File: src/rtl/fwd_source_tracker_pkg.sv
// fwd_source_tracker_pkg: shared widths, latency constants and entry type for the forwarding tracker.
// Rev 1.0
`default_nettype none
package fwd_source_tracker_pkg;

  localparam int ADDR_WIDTH = 5;
  localparam int DATA_WIDTH = 32;
  localparam int T_WIDTH    = 3;

  localparam logic [T_WIDTH-1:0] T_USE_NEVER = 3'b111;
  localparam logic [T_WIDTH-1:0] T_NEW_ALU   = 3'd1;
  localparam logic [T_WIDTH-1:0] T_NEW_LOAD  = 3'd2;
  localparam logic [T_WIDTH-1:0] T_NEW_LUI   = 3'd0;
  localparam logic [T_WIDTH-1:0] T_NEW_JAL   = 3'd0;

  typedef struct packed {
    logic [ADDR_WIDTH-1:0] addr;
    logic                  we;
    logic [T_WIDTH-1:0]    t_new;
  } fwd_entry_t;

  localparam fwd_entry_t BUBBLE_ENTRY = '{addr: '0, we: 1'b0, t_new: '0};

endpackage
`default_nettype wire

File: src/rtl/fwd_source_tracker_if.sv
// fwd_source_tracker_if: D-stage request side and per-stage forwarding bundles of the tracker.
// Rev 1.0
`default_nettype none
interface fwd_source_tracker_if #(
  parameter int ADDR_WIDTH = 5,
  parameter int DATA_WIDTH = 32,
  parameter int T_WIDTH    = 3
);
  logic [ADDR_WIDTH-1:0] D_Rs_Addr;
  logic [ADDR_WIDTH-1:0] D_Rt_Addr;
  logic [T_WIDTH-1:0]    D_T_use_Rs;
  logic [T_WIDTH-1:0]    D_T_use_Rt;
  logic [ADDR_WIDTH-1:0] D_Reg_Addr;
  logic                  D_Reg_WriteEn;
  logic [T_WIDTH-1:0]    D_T_new;
  logic                  D_Is_MD;
  logic                  E_MD_Busy;
  logic                  Req;
  logic [DATA_WIDTH-1:0] E_Result;
  logic [DATA_WIDTH-1:0] M_Result;
  logic [DATA_WIDTH-1:0] W_Result;

  logic [ADDR_WIDTH-1:0] FWD_E_Reg_Addr;
  logic [ADDR_WIDTH-1:0] FWD_M_Reg_Addr;
  logic [ADDR_WIDTH-1:0] FWD_W_Reg_Addr;
  logic [DATA_WIDTH-1:0] FWD_E_Reg_Data;
  logic [DATA_WIDTH-1:0] FWD_M_Reg_Data;
  logic [DATA_WIDTH-1:0] FWD_W_Reg_Data;
  logic [T_WIDTH-1:0]    FWD_E_T_new;
  logic [T_WIDTH-1:0]    FWD_M_T_new;
  logic [T_WIDTH-1:0]    FWD_W_T_new;
  logic                  FWD_E_Reg_WriteEn;
  logic                  FWD_M_Reg_WriteEn;
  logic                  FWD_W_Reg_WriteEn;
  logic                  Stall;

  modport master (
    output D_Rs_Addr, D_Rt_Addr, D_T_use_Rs, D_T_use_Rt, D_Reg_Addr, D_Reg_WriteEn,
           D_T_new, D_Is_MD, E_MD_Busy, Req, E_Result, M_Result, W_Result,
    input  FWD_E_Reg_Addr, FWD_M_Reg_Addr, FWD_W_Reg_Addr,
           FWD_E_Reg_Data, FWD_M_Reg_Data, FWD_W_Reg_Data,
           FWD_E_T_new, FWD_M_T_new, FWD_W_T_new,
           FWD_E_Reg_WriteEn, FWD_M_Reg_WriteEn, FWD_W_Reg_WriteEn, Stall
  );

  modport slave (
    input  D_Rs_Addr, D_Rt_Addr, D_T_use_Rs, D_T_use_Rt, D_Reg_Addr, D_Reg_WriteEn,
           D_T_new, D_Is_MD, E_MD_Busy, Req, E_Result, M_Result, W_Result,
    output FWD_E_Reg_Addr, FWD_M_Reg_Addr, FWD_W_Reg_Addr,
           FWD_E_Reg_Data, FWD_M_Reg_Data, FWD_W_Reg_Data,
           FWD_E_T_new, FWD_M_T_new, FWD_W_T_new,
           FWD_E_Reg_WriteEn, FWD_M_Reg_WriteEn, FWD_W_Reg_WriteEn, Stall
  );
endinterface
`default_nettype wire

File: src/rtl/fwd_source_tracker_stage_entry.sv
// fwd_stage_entry: one registered forwarding entry with clear and optional saturating T_new decrement.
// Rev 1.0
`default_nettype none
module fwd_stage_entry
  import fwd_source_tracker_pkg::*;
#(
  parameter int ADDR_WIDTH = fwd_source_tracker_pkg::ADDR_WIDTH,
  parameter int T_WIDTH    = fwd_source_tracker_pkg::T_WIDTH,
  parameter bit DECREMENT  = 1'b1
) (
  input  wire logic                  clk_i,
  input  wire logic                  reset_i,
  input  wire logic                  clear_i,
  input  wire logic [ADDR_WIDTH-1:0] addr_i,
  input  wire logic                  we_i,
  input  wire logic [T_WIDTH-1:0]    t_new_i,
  output      logic [ADDR_WIDTH-1:0] addr_o,
  output      logic                  we_o,
  output      logic [T_WIDTH-1:0]    t_new_o
);

  logic [ADDR_WIDTH-1:0] addr_q, addr_d;
  logic                  we_q, we_d;
  logic [T_WIDTH-1:0]    t_new_q, t_new_d;

  always_comb begin
    addr_d  = addr_i;
    we_d    = we_i;
    t_new_d = t_new_i;
    if (DECREMENT && (t_new_i != '0)) begin
      t_new_d = t_new_i - T_WIDTH'(1);
    end
    if (clear_i) begin
      addr_d  = '0;
      we_d    = 1'b0;
      t_new_d = '0;
    end
  end

  always_ff @(posedge clk_i or posedge reset_i) begin
    if (reset_i) begin
      addr_q  <= '0;
      we_q    <= 1'b0;
      t_new_q <= '0;
    end else begin
      addr_q  <= addr_d;
      we_q    <= we_d;
      t_new_q <= t_new_d;
    end
  end

  assign addr_o  = addr_q;
  assign we_o    = we_q;
  assign t_new_o = t_new_q;

endmodule
`default_nettype wire

File: src/rtl/fwd_source_tracker.sv
// fwd_source_tracker: E/M/W destination tracking, forwarding bundles and D-stage stall generation.
// Rev 1.0
`default_nettype none
module fwd_source_tracker
  import fwd_source_tracker_pkg::*;
#(
  parameter int ADDR_WIDTH = fwd_source_tracker_pkg::ADDR_WIDTH,
  parameter int DATA_WIDTH = fwd_source_tracker_pkg::DATA_WIDTH,
  parameter int T_WIDTH    = fwd_source_tracker_pkg::T_WIDTH
) (
  input wire logic         clk_i,
  input wire logic         reset_i,
  fwd_source_tracker_if.slave bus
);

  logic [ADDR_WIDTH-1:0] e_addr, m_addr, w_addr;
  logic                  e_we, m_we, w_we;
  logic [T_WIDTH-1:0]    e_t, m_t, w_t;
  logic                  d_we_eff;
  logic                  stall_rs, stall_rt, stall_md, stall;
  logic                  e_clear;

  // $0 is hardwired zero, so a write to it must never be advertised as forwardable.
  assign d_we_eff = bus.D_Reg_WriteEn && (bus.D_Reg_Addr != '0);
  assign e_clear  = bus.Req || stall;

  fwd_stage_entry #(.ADDR_WIDTH(ADDR_WIDTH), .T_WIDTH(T_WIDTH), .DECREMENT(1'b0)) u_entry_e (
    .clk_i   (clk_i),
    .reset_i (reset_i),
    .clear_i (e_clear),
    .addr_i  (bus.D_Reg_Addr),
    .we_i    (d_we_eff),
    .t_new_i (bus.D_T_new),
    .addr_o  (e_addr),
    .we_o    (e_we),
    .t_new_o (e_t)
  );

  fwd_stage_entry #(.ADDR_WIDTH(ADDR_WIDTH), .T_WIDTH(T_WIDTH), .DECREMENT(1'b1)) u_entry_m (
    .clk_i   (clk_i),
    .reset_i (reset_i),
    .clear_i (bus.Req),
    .addr_i  (e_addr),
    .we_i    (e_we),
    .t_new_i (e_t),
    .addr_o  (m_addr),
    .we_o    (m_we),
    .t_new_o (m_t)
  );

  fwd_stage_entry #(.ADDR_WIDTH(ADDR_WIDTH), .T_WIDTH(T_WIDTH), .DECREMENT(1'b1)) u_entry_w (
    .clk_i   (clk_i),
    .reset_i (reset_i),
    .clear_i (bus.Req),
    .addr_i  (m_addr),
    .we_i    (m_we),
    .t_new_i (m_t),
    .addr_o  (w_addr),
    .we_o    (w_we),
    .t_new_o (w_t)
  );

  // W always has T_new == 0 by the time a reader could need it, so only E and M can stall.
  always_comb begin
    stall_rs = (bus.D_Rs_Addr != '0) &&
               ((e_we && (e_addr == bus.D_Rs_Addr) && (e_t > bus.D_T_use_Rs)) ||
                (m_we && (m_addr == bus.D_Rs_Addr) && (m_t > bus.D_T_use_Rs)));
    stall_rt = (bus.D_Rt_Addr != '0) &&
               ((e_we && (e_addr == bus.D_Rt_Addr) && (e_t > bus.D_T_use_Rt)) ||
                (m_we && (m_addr == bus.D_Rt_Addr) && (m_t > bus.D_T_use_Rt)));
    stall_md = bus.D_Is_MD && bus.E_MD_Busy;
    stall    = stall_rs || stall_rt || stall_md;
  end

  assign bus.Stall             = stall;
  assign bus.FWD_E_Reg_Addr    = e_addr;
  assign bus.FWD_M_Reg_Addr    = m_addr;
  assign bus.FWD_W_Reg_Addr    = w_addr;
  assign bus.FWD_E_Reg_WriteEn = e_we;
  assign bus.FWD_M_Reg_WriteEn = m_we;
  assign bus.FWD_W_Reg_WriteEn = w_we;
  assign bus.FWD_E_T_new       = e_t;
  assign bus.FWD_M_T_new       = m_t;
  assign bus.FWD_W_T_new       = w_t;
  assign bus.FWD_E_Reg_Data    = bus.E_Result;
  assign bus.FWD_M_Reg_Data    = bus.M_Result;
  assign bus.FWD_W_Reg_Data    = bus.W_Result;

endmodule
`default_nettype wire

File: src/flat_wrapper.sv
// flat-port wrapper written by rule: the top's interface ports become plain ports
module fwd_source_tracker_flat import fwd_source_tracker_pkg::*;
#(
  parameter int ADDR_WIDTH = fwd_source_tracker_pkg::ADDR_WIDTH,
  parameter int DATA_WIDTH = fwd_source_tracker_pkg::DATA_WIDTH,
  parameter int T_WIDTH    = fwd_source_tracker_pkg::T_WIDTH
)
  (clk_i, reset_i, bus_D_Rs_Addr, bus_D_Rt_Addr, bus_D_T_use_Rs, bus_D_T_use_Rt, bus_D_Reg_Addr, bus_D_Reg_WriteEn, bus_D_T_new, bus_D_Is_MD, bus_E_MD_Busy, bus_Req, bus_E_Result, bus_M_Result, bus_W_Result, bus_FWD_E_Reg_Addr, bus_FWD_M_Reg_Addr, bus_FWD_W_Reg_Addr, bus_FWD_E_Reg_Data, bus_FWD_M_Reg_Data, bus_FWD_W_Reg_Data, bus_FWD_E_T_new, bus_FWD_M_T_new, bus_FWD_W_T_new, bus_FWD_E_Reg_WriteEn, bus_FWD_M_Reg_WriteEn, bus_FWD_W_Reg_WriteEn, bus_Stall);
  fwd_source_tracker_if #(.ADDR_WIDTH(ADDR_WIDTH), .DATA_WIDTH(DATA_WIDTH), .T_WIDTH(T_WIDTH)) bus_i ();
  input wire logic clk_i;
  input wire logic reset_i;
  input wire logic [$bits(bus_i.D_Rs_Addr)-1:0] bus_D_Rs_Addr;
  input wire logic [$bits(bus_i.D_Rt_Addr)-1:0] bus_D_Rt_Addr;
  input wire logic [$bits(bus_i.D_T_use_Rs)-1:0] bus_D_T_use_Rs;
  input wire logic [$bits(bus_i.D_T_use_Rt)-1:0] bus_D_T_use_Rt;
  input wire logic [$bits(bus_i.D_Reg_Addr)-1:0] bus_D_Reg_Addr;
  input wire logic [$bits(bus_i.D_Reg_WriteEn)-1:0] bus_D_Reg_WriteEn;
  input wire logic [$bits(bus_i.D_T_new)-1:0] bus_D_T_new;
  input wire logic [$bits(bus_i.D_Is_MD)-1:0] bus_D_Is_MD;
  input wire logic [$bits(bus_i.E_MD_Busy)-1:0] bus_E_MD_Busy;
  input wire logic [$bits(bus_i.Req)-1:0] bus_Req;
  input wire logic [$bits(bus_i.E_Result)-1:0] bus_E_Result;
  input wire logic [$bits(bus_i.M_Result)-1:0] bus_M_Result;
  input wire logic [$bits(bus_i.W_Result)-1:0] bus_W_Result;
  output wire logic [$bits(bus_i.FWD_E_Reg_Addr)-1:0] bus_FWD_E_Reg_Addr;
  output wire logic [$bits(bus_i.FWD_M_Reg_Addr)-1:0] bus_FWD_M_Reg_Addr;
  output wire logic [$bits(bus_i.FWD_W_Reg_Addr)-1:0] bus_FWD_W_Reg_Addr;
  output wire logic [$bits(bus_i.FWD_E_Reg_Data)-1:0] bus_FWD_E_Reg_Data;
  output wire logic [$bits(bus_i.FWD_M_Reg_Data)-1:0] bus_FWD_M_Reg_Data;
  output wire logic [$bits(bus_i.FWD_W_Reg_Data)-1:0] bus_FWD_W_Reg_Data;
  output wire logic [$bits(bus_i.FWD_E_T_new)-1:0] bus_FWD_E_T_new;
  output wire logic [$bits(bus_i.FWD_M_T_new)-1:0] bus_FWD_M_T_new;
  output wire logic [$bits(bus_i.FWD_W_T_new)-1:0] bus_FWD_W_T_new;
  output wire logic [$bits(bus_i.FWD_E_Reg_WriteEn)-1:0] bus_FWD_E_Reg_WriteEn;
  output wire logic [$bits(bus_i.FWD_M_Reg_WriteEn)-1:0] bus_FWD_M_Reg_WriteEn;
  output wire logic [$bits(bus_i.FWD_W_Reg_WriteEn)-1:0] bus_FWD_W_Reg_WriteEn;
  output wire logic [$bits(bus_i.Stall)-1:0] bus_Stall;
  assign bus_i.D_Rs_Addr = bus_D_Rs_Addr;
  assign bus_i.D_Rt_Addr = bus_D_Rt_Addr;
  assign bus_i.D_T_use_Rs = bus_D_T_use_Rs;
  assign bus_i.D_T_use_Rt = bus_D_T_use_Rt;
  assign bus_i.D_Reg_Addr = bus_D_Reg_Addr;
  assign bus_i.D_Reg_WriteEn = bus_D_Reg_WriteEn;
  assign bus_i.D_T_new = bus_D_T_new;
  assign bus_i.D_Is_MD = bus_D_Is_MD;
  assign bus_i.E_MD_Busy = bus_E_MD_Busy;
  assign bus_i.Req = bus_Req;
  assign bus_i.E_Result = bus_E_Result;
  assign bus_i.M_Result = bus_M_Result;
  assign bus_i.W_Result = bus_W_Result;
  assign bus_FWD_E_Reg_Addr = bus_i.FWD_E_Reg_Addr;
  assign bus_FWD_M_Reg_Addr = bus_i.FWD_M_Reg_Addr;
  assign bus_FWD_W_Reg_Addr = bus_i.FWD_W_Reg_Addr;
  assign bus_FWD_E_Reg_Data = bus_i.FWD_E_Reg_Data;
  assign bus_FWD_M_Reg_Data = bus_i.FWD_M_Reg_Data;
  assign bus_FWD_W_Reg_Data = bus_i.FWD_W_Reg_Data;
  assign bus_FWD_E_T_new = bus_i.FWD_E_T_new;
  assign bus_FWD_M_T_new = bus_i.FWD_M_T_new;
  assign bus_FWD_W_T_new = bus_i.FWD_W_T_new;
  assign bus_FWD_E_Reg_WriteEn = bus_i.FWD_E_Reg_WriteEn;
  assign bus_FWD_M_Reg_WriteEn = bus_i.FWD_M_Reg_WriteEn;
  assign bus_FWD_W_Reg_WriteEn = bus_i.FWD_W_Reg_WriteEn;
  assign bus_Stall = bus_i.Stall;
  fwd_source_tracker #(.ADDR_WIDTH(ADDR_WIDTH), .DATA_WIDTH(DATA_WIDTH), .T_WIDTH(T_WIDTH)) u_core (.clk_i(clk_i), .reset_i(reset_i), .bus(bus_i));
endmodule
File: config.mk
export PLATFORM = sky130hd
export DESIGN_NAME = fwd_source_tracker_flat
export DESIGN_NICKNAME = d
export VERILOG_FILES = /design/src/rtl/fwd_source_tracker_pkg.sv /design/src/rtl/fwd_source_tracker_if.sv /design/src/rtl/fwd_source_tracker_stage_entry.sv /design/src/rtl/fwd_source_tracker.sv /design/src/flat_wrapper.sv
export SDC_FILE = /design/constraint.sdc
export NUM_CORES = 1
export LEC_CHECK = 0
export BUFFER_PORTS_ARGS = -buffer_cell sky130_fd_sc_hd__buf_2
export CORE_AREA = 5 5 94 96
export CTS_CLUSTER_DIAMETER = 50
export CTS_CLUSTER_SIZE = 25
export DETAILED_ROUTE_END_ITERATION = 6
export DIE_AREA = 0 0 99 101
export GPL_TIMING_DRIVEN = 0
export PLACE_DENSITY = 0.71
export SETUP_SLACK_MARGIN = 0.1
export SLEW_MARGIN = 20
export SYNTH_ARGS = -nofsm -noshare
export SYNTH_HDL_FRONTEND = slang
export SYNTH_HIERARCHICAL = 1
export SYNTH_SLANG_ARGS = --single-unit
File: constraint.sdc
create_clock -name clk_i -period 3.9 [get_ports clk_i]
set_clock_uncertainty 0.05 [all_clocks]
set_input_delay 0.195 -clock clk_i [delete_from_list [all_inputs] [get_ports clk_i]]
set_output_delay 0.195 -clock clk_i [all_outputs]
set_load 0.05 [all_outputs]
**Word level (Yosys, flattened, before mapping)**

Cells that the tools add are included.
W data, S select, Z words.

- Register bits after elaboration: 27
- Bits in latches: 0
- Memory bits (writable): 0
- ROM bits: 0
- Input port bits: 126
- Output and inout port bits: 124
- Word-level logic and storage cells: 52
- Memories kept: 0

- $add $sub $neg: 2
- Multiply operators: 0
- Div/mod/pow operators: 0
- Magnitude comparators: 4
- Equality and inequality tests: 4
- Shift operators: 0
- Multiplexer cells: 11
- Bitwise gates (word level): 0
- Reductions and logical operators: 22

Operators by type and width:

| operator | count |
|---|---|
| $eq A5 B5 Y1 | 4 |
| $mux W3 | 5 |
| $mux W5 | 3 |
| $reduce_bool A5 Y1 | 3 |
| $gt A3 B3 Y1 | 4 |
| $logic_and A1 B1 Y1 | 12 |
| $reduce_bool A3 Y1 | 2 |
| $sub A3 B1 Y3 const B | 2 |
| $logic_or A1 B1 Y1 | 5 |
| $mux W1 | 3 |

**Depth between registers and ports, before layout**

Gate-level depths: netlist of the first run.

- Depth in word-level cells: 9
- Gate-level depth with buffers: 8
- Mapped depth without buffers: 8

**Modules after synthesis**

Netlist of the first run, hierarchy kept.

By module, submodules not included:

| module | times used | cells each | area each (µm²) | sequential area each (µm²) |
|---|---|---|---|---|
| fwd_source_tracker | 1 | 170 | 1291.2 | 0.0 |
| fwd_stage_entry (u_core.u_entry_m ...) | 2 | 30 | 371.6 | 225.2 |
| fwd_stage_entry (u_core.u_entry_e) | 1 | 19 | 285.3 | 225.2 |

**Worst setup path after synthesis of the first run**

No wires, ideal clock.

- Path kind: register to output
- Start: reg u_core.u_entry_e.t_new_q[0], in the netlist u_core/u_entry_e/t_new_o[0]
- End: out bus_Stall
- Data arrival time: 2097 ps
- Data required time: 3655 ps
- Slack: 1558 ps
- Stages on the path, launching flop included: 7
- Buffers on the path: 0
- Path through: dfrtp_1 > inv_1 > ha_1 > nand3_1 > nand3_1 > or4_1 > nand3_1

- Cells in the longest elaborated chain, start to end: 6
- Elaborated cells between the ends (all ways): 10
- Those cells by class: order compare: 2; reduce/logical: 8

Ends and longest elaborated chain:

| item | line | RTL |
|---|---|---|
| start: declaration | fwd_source_tracker_stage_entry.sv:24 | `logic [T_WIDTH-1:0] t_new_q, t_new_d;` |
| start signal: assignment | fwd_source_tracker_stage_entry.sv:48 | `t_new_q <= t_new_d;` |
| $gt A3 B3 Y1, on equally long branches | fwd_source_tracker.sv:66, fwd_source_tracker.sv:69 |  |
| $logic_and A1 B1 Y1, on equally long branches | fwd_source_tracker.sv:66, fwd_source_tracker.sv:69 |  |
| $logic_or A1 B1 Y1, on equally long branches | fwd_source_tracker.sv:66, fwd_source_tracker.sv:69 |  |
| $logic_and A1 B1 Y1, on equally long branches | fwd_source_tracker.sv:65, fwd_source_tracker.sv:68 |  |
| $logic_or A1 B1 Y1 (*) (2 in series) | fwd_source_tracker.sv:72 | `stall = stall_rs \|\| stall_rt \|\| stall_md;` |
| end: declaration | flat_wrapper.sv:37 | `output wire logic [$bits(bus_i.Stall)-1:0] bus_Stall;` |

Mark *: on every way between the ends. The rest lies on a longest branch, timed or not.

**Final worst setup path of the first run**

- Start: reg u_core.u_entry_e.t_new_q[1], in the netlist u_core/u_entry_e/t_new_o[1]
- End: out bus_Stall

The elaborated chain is that of the path after synthesis.

==> results by group, run 1 <==
Run status
  – Status: finished clean

Synth
  – Yosys warnings: 6
  – Mapped Cells: 249
  – Synth Net Count: 391
  – Top_reg_cell synth: dfrtp_1
  – Yosys cell types: 29
  – Mapped cell area: 2320 µm²
  – Post-synthesis sequential area ratio: 0.2913
  – Register bit total from synthesis: 27
  – Post-synth EDFFs: 0
  – Synth Area per Inst: 9.316 µm²
  – Asr flop ratio synth: 1.000

Die
  – Die H: 101 µm
  – Die area: 9999 µm²
  – I/O pin total: 250
  – Initial Util: 0.2911
  – Core ar.: 7969 µm²
  – Chip width: 99 µm
  – Number of core rows: 33

Placed design
  – GP Congestion: 0.8728
  – Placed cells: 507
  – PortBufs: 153
  – Final HPWL DP: 6259 µm

Worst setup path
  – CP Launch Type: register
  – Worst-path fanout max: 5
  – Req. time, crit path: 3.65 ns
  – CP arrival: 2.17 ns
  – Setup crit end kind: primary output
  – Critical path class: register to primary output

Global routing
  – Vias in the first global route: 2051
  – Initial antenna violation count: 2
  – Gr usage total: 0.1181
  – Gr ovfl total: 0
  – First-pass GRT wire length: 9577 µm
  – Pin count of the biggest net entering global routing: 17

Power and ir drop
  – Leakage: 1.862 nW
  – Max IR drop VDD: 117.0 µV
  – Pwr dens: 294.5 nW/µm²

Clock tree
  – Longest Clk Path Bufs: 2
  – Clk_lat worst skew: 0.27 ns
  – # Post-CTS Setup Buffers: 0
  – CTS tree: built
  – Clock Sink Count: 27
  – Root Buffer: clkbuf_8
  – Clock buffer count from CTS: 3
  – H-tree levels: 1
  – Clk slew on worst S/H paths: 0.09 ns

STA
  – Fmax: 413.4 MHz
  – Worst slew margin: 0.7487
  – Final Cycle Share: 0.6202
  – Post-layout min period: 2.419 ns
  – Hold Fails Final Rpt: 0
  – Setup TNS: 0 ns
  – RSZ-0062 raised after global routing: no
  – Pins Over Slew Limit: 0
  – Final setup vio count: 0
  – Slew @ Worst Pin: 0.3749 ns

Detailed routing
  – Via count: 2092
  – Detailed Routing Iterations Pass 1: 4
  – Initial DRC Count: 42
  – DR WL/cell: 13.23 µm
  – DRC violations left: 0
  – DR vias/cell: 4.086
  – Detail Route Antenna Nets: 0
  – DRT Wirelength: 6776 µm

Cells and area
  – FILL cells: 788
  – Non-filler cells, final: 512
  – Commonest non-fill, non-tap cell in the layout: buf_2
  – Area grow syn2layout: 41.21%
  – Fraction of final layout cells with drive strength greater than 1: 0.6413
  – Ant diodes: 0
  – Final net count: 550
  – Most frequent cells in the layout: buf_2, buf_4, dfrtp_1, nor2b_1, xnor2_1

Worst hold path
  – Worst Hold Class: primary input to register

Flow run
  – Max Cap Viol: 0
Yosys cell counts (2+ instances only):
master / count / area share
buf_4: 96 / 0.31
dfrtp_1: 27 / 0.29
nor2b_1: 26 / 0.070
xnor2_1: 18 / 0.068
ha_1: 16 / 0.086
inv_1: 16 / 0.026
nand3_1: 7 / 0.015
a211oi_1: 4 / 0.013
nand4_1: 4 / 0.011
nand2b_1: 3 / 0.0081
nor2_1: 3 / 0.0049
o21ai_0: 3 / 0.0065
or4_1: 3 / 0.0097
a21oi_2: 2 / 0.0076
clkbuf_2: 2 / 0.0043
mux2_2: 2 / 0.0097
nor3b_1: 2 / 0.0065
or2b_1: 2 / 0.0065
or3b_1: 2 / 0.0076
xor2_1: 2 / 0.0076
cell families (layout without fill, tap and decap cells):
group	count (synthesis)	in the layout	share of synthesized area
mux	2	2	0.009708
buf+inv	114	272	0.3409
flops	27	27	0.2913
xor+xnor	20	20	0.07551
compound gates	15	15	0.04585
simple gates	55	55	0.1505
fa+ha+maj	16	16	0.08630
metrics by stage:
stage	util	total power [mW]	worst slack [ns]	cell area, µm²	hold slack, ns
finish	0.4111	0.9645	1.481	3276	0.09332
global placement	0.4037	0.8080	1.821	3217	0.1390
CTS	0.4111	0.9757	1.479	3276	0.08987
global route	0.4111	1.009	1.400	3276	0.1171
floorplan	-	0.7098	1.558	2320	-0.02708
detailed placement	0.4037	0.8141	1.786	3217	0.1491
what timing repair did:
action / in CTS / in global routing
resized for setup: 0 / 0
hold buffers: 1 / 0
hold endpoints to repair: 27 / 0
where the power goes:
| part | internal (mW) | switching, mW | leakage, nW |
|---|---|---|---|
| Sequential | 0.294 | 0.0155 | 0.361 |
| Clock | 0.0724 | 0.0860 | 0.0217 |
| Combinational | 0.162 | 0.334 | 1.48 |
critical path: stages, from the launching register on:
cell     delay, ns
dfrtp_1       0.46
ha_1          0.32
a21o_1        0.11
a21oi_1       0.07
or4_1         0.56
nand3_1       0.12
buf_2         0.27
metal layers:
layer  wire [µm]  global-route usage  part of all wire  vias to the layer above
met5          25                   0            0.0037                        -
met4          83             0.03361             0.012                        4
met3         655             0.03460             0.097                       10
met2        3649              0.2211              0.54                      114
met1        2361              0.1285              0.35                      942
li1            -                   -                 -                     1022
cell type report:
cell class / count / area, µm² / share of cell area
Multi-Input combinational cell: 108 / 853.3 / 0.2605
Inverter: 16 / 60.06 / 0.01833
Sequential cell: 27 / 675.6 / 0.2063
Clock inverter: 1 / 7.507 / 0.002292
Timing Repair Buffer: 154 / 775.7 / 0.2368
Tap cell: 105 / 131.4 / 0.04011
Buffer: 98 / 730.7 / 0.2231
Clock buffer: 3 / 41.29 / 0.01261
registers in the layout (all words and copies together), names as in the netlist:
| name | cells |
|---|---|
| u_core/u_entry_m/we_o | 1 |
| u_core/u_entry_w/t_new_o | 3 |
| u_core/u_entry_m/t_new_o | 3 |
| u_core/u_entry_e/addr_o | 5 |
| u_core/u_entry_e/we_o | 1 |
| u_core/u_entry_w/addr_o | 5 |
| u_core/u_entry_e/t_new_o | 3 |
| u_core/u_entry_m/addr_o | 5 |
| u_core/u_entry_w/we_o | 1 |
worst paths after layout:
check	slack (ns)	to	cells past startpoint	start
worst max-delay path	1.48	bus_Stall	6	u_core/u_entry_e/t_new_o[1]
worst min-delay path	0.09	u_core/u_entry_e/t_new_o[1]	2	bus_D_T_new[1]
worst max register to register	1.79	u_core/u_entry_e/t_new_o[0]	6	u_core/u_entry_e/t_new_o[1]
worst min register to register	0.50	u_core/u_entry_w/we_o	1	u_core/u_entry_m/we_o
max in group asynchronous	3.13	u_core/u_entry_m/t_new_o[2]	3	reset_i
min in group asynchronous	0.40	u_core/u_entry_w/addr_o[1]	3	reset_i
Note: power is estimated with default switching activity, not from simulation.
==> run 2, diff against run 1 <==
PLACE_DENSITY = 0.73   (was 0.71)
clock period = 2.1 ns   (was 3.9 ns; I/O delays follow)
==> results by group, run 2 (synthesized netlist as in run 1, its figures left out) <==
Worst setup path
  – Worst-path fanout max: 3
  – FF-to-FF Start: u_core/u_entry_e/t_new_o[1]
  – Critical Path Source: u_core/u_entry_e/t_new_o[1]
  – Reg2reg setup slack: 0.20 ns
  – Setup crit end kind: primary output
  – CP arrival: 1.91 ns
  – CP Launch Type: register
  – Req. time, crit path: 1.95 ns
  – Critical path class: register to primary output

Die
  – Die H: 101 µm
  – Core ar.: 7969 µm²
  – Initial Util: 0.2911
  – Chip width: 99 µm
  – I/O pin total: 250
  – Number of core rows: 33
  – Die area: 9999 µm²

Detailed routing
  – Detailed Routing Iterations Pass 1: 4
  – Initial DRC Count: 28
  – Detail Route Antenna Nets: 0
  – DR WL/cell: 14.31 µm
  – DR vias/cell: 4.146
  – DRT Wirelength: 7353 µm
  – Via count: 2131
  – DRC violations left: 0

Power and ir drop
  – Flop pwr share: 0.316
  – Leakage: 1.881 nW
  – Psw: 0.8318 mW
  – Int Power: 0.9984 mW
  – Clk network pwr share: 0.164
  – Switching fraction of total power: 0.4545
  – Max IR drop VDD: 237.5 µV
  – Pwr dens: 539.6 nW/µm²
  – Comb power frac: 0.521

Flow run
  – Max Cap Viol: 0

Global routing
  – Vias in the first global route: 2189
  – Pin count of the biggest net entering global routing: 17
  – Gr ovfl total: 0
  – Initial antenna violation count: 0
  – Gr usage total: 0.1312
  – First-pass GRT wire length: 10580 µm

Clock tree
  – Clk_lat worst skew: 0.27 ns
  – Clk slew on worst S/H paths: 0.09 ns
  – H-tree levels: 1
  – Clock Sink Count: 27
  – Longest Clk Path Bufs: 2
  – CTS tree: built
  – Clock buffer count from CTS: 3
  – Root Buffer: clkbuf_8

Placed design
  – PortBufs: 153
  – Final HPWL DP: 6663 µm
  – GP Congestion: 0.7904

STA
  – Final Cycle Share: 0.9831
  – Fmax: 484.4 MHz
  – Setup TNS: 0 ns
  – Hold Fails Final Rpt: 0
  – Final setup vio count: 0
  – Slew @ Worst Pin: 0.3629 ns
  – Post-layout min period: 2.064 ns
  – Worst slew margin: 0.7578
  – Pins Over Slew Limit: 0
  – RSZ-0062 raised after global routing: yes

Cells and area
  – Final net count: 552
  – FILL cells: 755
  – Area grow syn2layout: 46.22%
  – Ant diodes: 0
  – Layout Utilization: 0.4257
  – Commonest non-fill, non-tap cell in the layout: buf_2
  – Most frequent cells in the layout: buf_2, buf_4, nor2b_1, dfrtp_1, xnor2_1
  – Fraction of final layout cells with drive strength greater than 1: 0.6822

Worst hold path
  – HP Start: bus_D_T_new[1]
  – Worst Hold Class: primary input to register

Run status
  – Status: finished clean
[run 2: cell count changes in the layout (fill, tap and decap cells not counted), sizes merged]
cell  before  now
buf      249  251
[run 2: final timing paths]
| path | cells after the start | to |
|---|---|---|
| worst min register to register | 1 | u_core/u_entry_w/we_o |
| min in group asynchronous | 3 | u_core/u_entry_w/addr_o[1] |
| worst min-delay path | 2 | u_core/u_entry_e/t_new_o[1] |
| worst max register to register | 7 | u_core/u_entry_e/addr_o[4] |
| max in group asynchronous | 3 | u_core/u_entry_m/t_new_o[1] |
| worst max-delay path | 6 | bus_Stall |
[run 2: what timing repair did]
action,in CTS,in global routing
endpoints found under the hold margin,27,0
setup buffers,1,1
hold buffers,1,0
pin swaps,1,5
gates resized for setup,4,7
gates cloned,0,0
endpoints found under the setup margin,10,10
[run 2: area by class of cell]
| type | instances | area, µm² | area share |
|---|---|---|---|
| buffer | 98 | 730.7 | 0.2154 |
| clock buffer | 3 | 41.29 | 0.01217 |
| clock inverter | 1 | 7.507 | 0.002213 |
| inverter | 16 | 60.06 | 0.01771 |
| multi-input combinational | 108 | 939.7 | 0.2770 |
| sequential | 27 | 680.7 | 0.2007 |
| tap | 105 | 131.4 | 0.03873 |
| timing repair buffer | 156 | 800.8 | 0.2361 |
[run 2: worst max-delay path: stages, from the launching register on]
cell     delay, ns
dfrtp_2       0.45
ha_4          0.27
a21o_1        0.09
a21oi_1       0.06
or4_4         0.52
nand3_2       0.09
buf_8         0.15
[run 2: through the flow]
step           setup WS [ns]  hold WS, ns  area (µm²)  power [mW]  std cells
6_report             0.03558     0.009523        3392       1.830        514
3_3_place_gp         0.01799      0.05013        3268       1.511        507
5_1_grt             -0.01139     0.009339        3392       1.914        514
3_5_place_dp        -0.09038      0.05965        3268       1.525        507
2_1_floorplan         0.1083      -0.1173        2371       1.325        249
4_1_cts             -0.01503      0.01219        3352       1.829        513
[run 2: layer usage]
metal  global-route usage  vias up  part of all wire
li1                     -     1027                 -
met3              0.03045        2             0.084
met1               0.1457      989              0.34
met4              0.01891        0            0.0018
met2               0.2572      113              0.57
met5                    0        -                 0
[run 2: power by group through the flow]
stage / combinational (mW) / sequential (mW) / clock (mW)
global placement: 0.923 / 0.588 / 0
CTS: 0.948 / 0.578 / 0.303
finish: 0.953 / 0.578 / 0.300
floorplan: 0.644 / 0.681 / 0
global route: 1.01 / 0.584 / 0.324
detailed placement: 0.937 / 0.589 / 0
==> run 3, diff against run 2 <==
RECOVER_POWER = 100   (was unset)
==> results by group, run 3 (synthesized netlist as in run 1, its figures left out) <==
Cells and area
  – Layout Utilization: 0.4085
  – Fraction of final layout cells with drive strength greater than 1: 0.4156
  – Ant diodes: 0
  – Commonest non-fill, non-tap cell in the layout: clkbuf_1
  – FILL cells: 823
  – Most frequent cells in the layout: clkbuf_1, buf_4, buf_2, nor2b_1, dfrtp_1
  – Final net count: 552
  – Area grow syn2layout: 40.35%
  – Non-filler cells, final: 514
  – Post-Layout Inst Area: 3256 µm²

Die
  – Die H: 101 µm
  – Core ar.: 7969 µm²
  – I/O pin total: 250
  – Die area: 9999 µm²
  – Chip width: 99 µm
  – Initial Util: 0.2911
  – Number of core rows: 33

STA
  – Hold Slack: 0.009125 ns
  – RSZ-0062 raised after global routing: yes
  – Final Cycle Share: 0.9830
  – Worst slew margin: 0.5701
  – Setup TNS: 0 ns
  – Slew @ Worst Pin: 0.6476 ns
  – Pins Over Slew Limit: 0
  – Post-layout min period: 2.064 ns
  – Final setup margin: 0.03572 ns
  – Hold Fails Final Rpt: 0
  – Final setup vio count: 0
  – Fmax: 484.4 MHz

Power and ir drop
  – Pwr dens: 553.3 nW/µm²
  – Power after layout: 1.801 mW
  – Leakage: 1.566 nW
  – Max IR drop VDD: 229.5 µV

Clock tree
  – CTS tree: built
  – Clk_lat worst skew: 0.27 ns
  – Root Buffer: clkbuf_8
  – Longest Clk Path Bufs: 2
  – Clock buffer count from CTS: 3
  – Clk slew on worst S/H paths: 0.09 ns
  – H-tree levels: 1
  – Clock Sink Count: 27

Flow run
  – Max Cap Viol: 0

Detailed routing
  – DR vias/cell: 4.148
  – DRC violations left: 0
  – Detail Route Antenna Nets: 0
  – DR WL/cell: 14.32 µm
  – Via count: 2132
  – Detailed Routing Iterations Pass 1: 4
  – DRT Wirelength: 7360 µm
  – Initial DRC Count: 36

Worst setup path
  – Critical path class: register to primary output
  – Worst-path fanout max: 3
  – Critical-path cell list: ha_4, a21o_1, a21oi_1, or4_4, nand3_2, buf_8
  – CP max stage delay: 0.52 ns
  – Cell family contributing the most delay on the critical path: simple AND/OR/NAND/NOR gates
  – CP max-delay cell: or4_4
  – CP Launch Type: register
  – Req. time, crit path: 1.95 ns
  – CP arrival: 1.91 ns
  – Crit path buffers/inverters: 1
  – Setup crit end kind: primary output

Global routing
  – Vias in the first global route: 2189
  – Pin count of the biggest net entering global routing: 17
  – Gr ovfl total: 0
  – Gr usage total: 0.1312
  – First-pass GRT wire length: 10580 µm
  – Initial antenna violation count: 0

Worst hold path
  – Worst Hold Class: primary input to register

Placed design
  – GP Congestion: 0.7904
  – PortBufs: 153
  – Pre-CTS setup slack: -0.09038 ns
  – Placed inst area: 3268 µm²
  – Placed cells: 507
  – Final HPWL DP: 6663 µm

Run status
  – Status: finished clean
## run 3: changes by cell type in the layout (fill, tap and decap cells not counted), sizes merged
| cell | before | now |
|---|---|---|
| clkbuf | 5 | 114 |
| buf | 251 | 142 |
## run 3: worst paths after layout
path	cells after the start	to	slack, ns	startpoint
worst max-delay path	6	bus_Stall	0.04	u_core/u_entry_e/t_new_o[1]
worst min-delay path	2	u_core/u_entry_e/t_new_o[1]	0.009	bus_D_T_new[1]
worst max register to register	7	u_core/u_entry_e/addr_o[4]	0.20	u_core/u_entry_e/t_new_o[1]
worst min register to register	1	u_core/u_entry_w/we_o	0.51	u_core/u_entry_m/we_o
max in group asynchronous	3	u_core/u_entry_m/t_new_o[1]	1.37	reset_i
min in group asynchronous	3	u_core/u_entry_w/addr_o[1]	0.34	reset_i
## run 3: metal layers
metal,vias to the layer above,wire (µm),GRT usage
met3,2,602,0.03045
met5,-,0,0
met2,108,4215,0.2572
li1,1026,-,-
met4,0,13,0.01891
met1,996,2528,0.1457
## run 3: layout make-up
cell class / count / area [µm²] / area share
flip-flops and latches: 27 / 680.7 / 0.2091
repair buffers: 156 / 664.4 / 0.2041
plain buffers: 98 / 730.7 / 0.2244
clock buffers: 3 / 41.29 / 0.01268
well taps: 105 / 131.4 / 0.04035
multi-input cells: 108 / 939.7 / 0.2886
clock inverters: 1 / 7.507 / 0.002306
inverters: 16 / 60.06 / 0.01845
## run 3: worst reg2reg max path: stages, from the launching register on
cell and delay, ns:
dfrtp_2 0.45, ha_4 0.28, a21o_1 0.09, a21oi_1 0.06
or4_4 0.52, nand4b_1 0.11, buf_4 0.17, nor2b_1 0.06
## run 3: power by group
part | total (mW) | switching, mW | internal [mW] | leakage, nW
Clock | 0.300 | 0.165 | 0.135 | 0.0217
Combinational | 0.923 | 0.640 | 0.283 | 1.19
Sequential | 0.578 | 0.0301 | 0.548 | 0.356
Total | 1.80 | 0.836 | 0.966 | 1.57
## run 3: what timing repair did
action                     CTS  global route
hold endpoints to repair    27             0
setup endpoints to repair   10            10
pin swaps                    1             5
setup buffers                1             1
hold buffers                 1             0
gates resized for setup      4             7
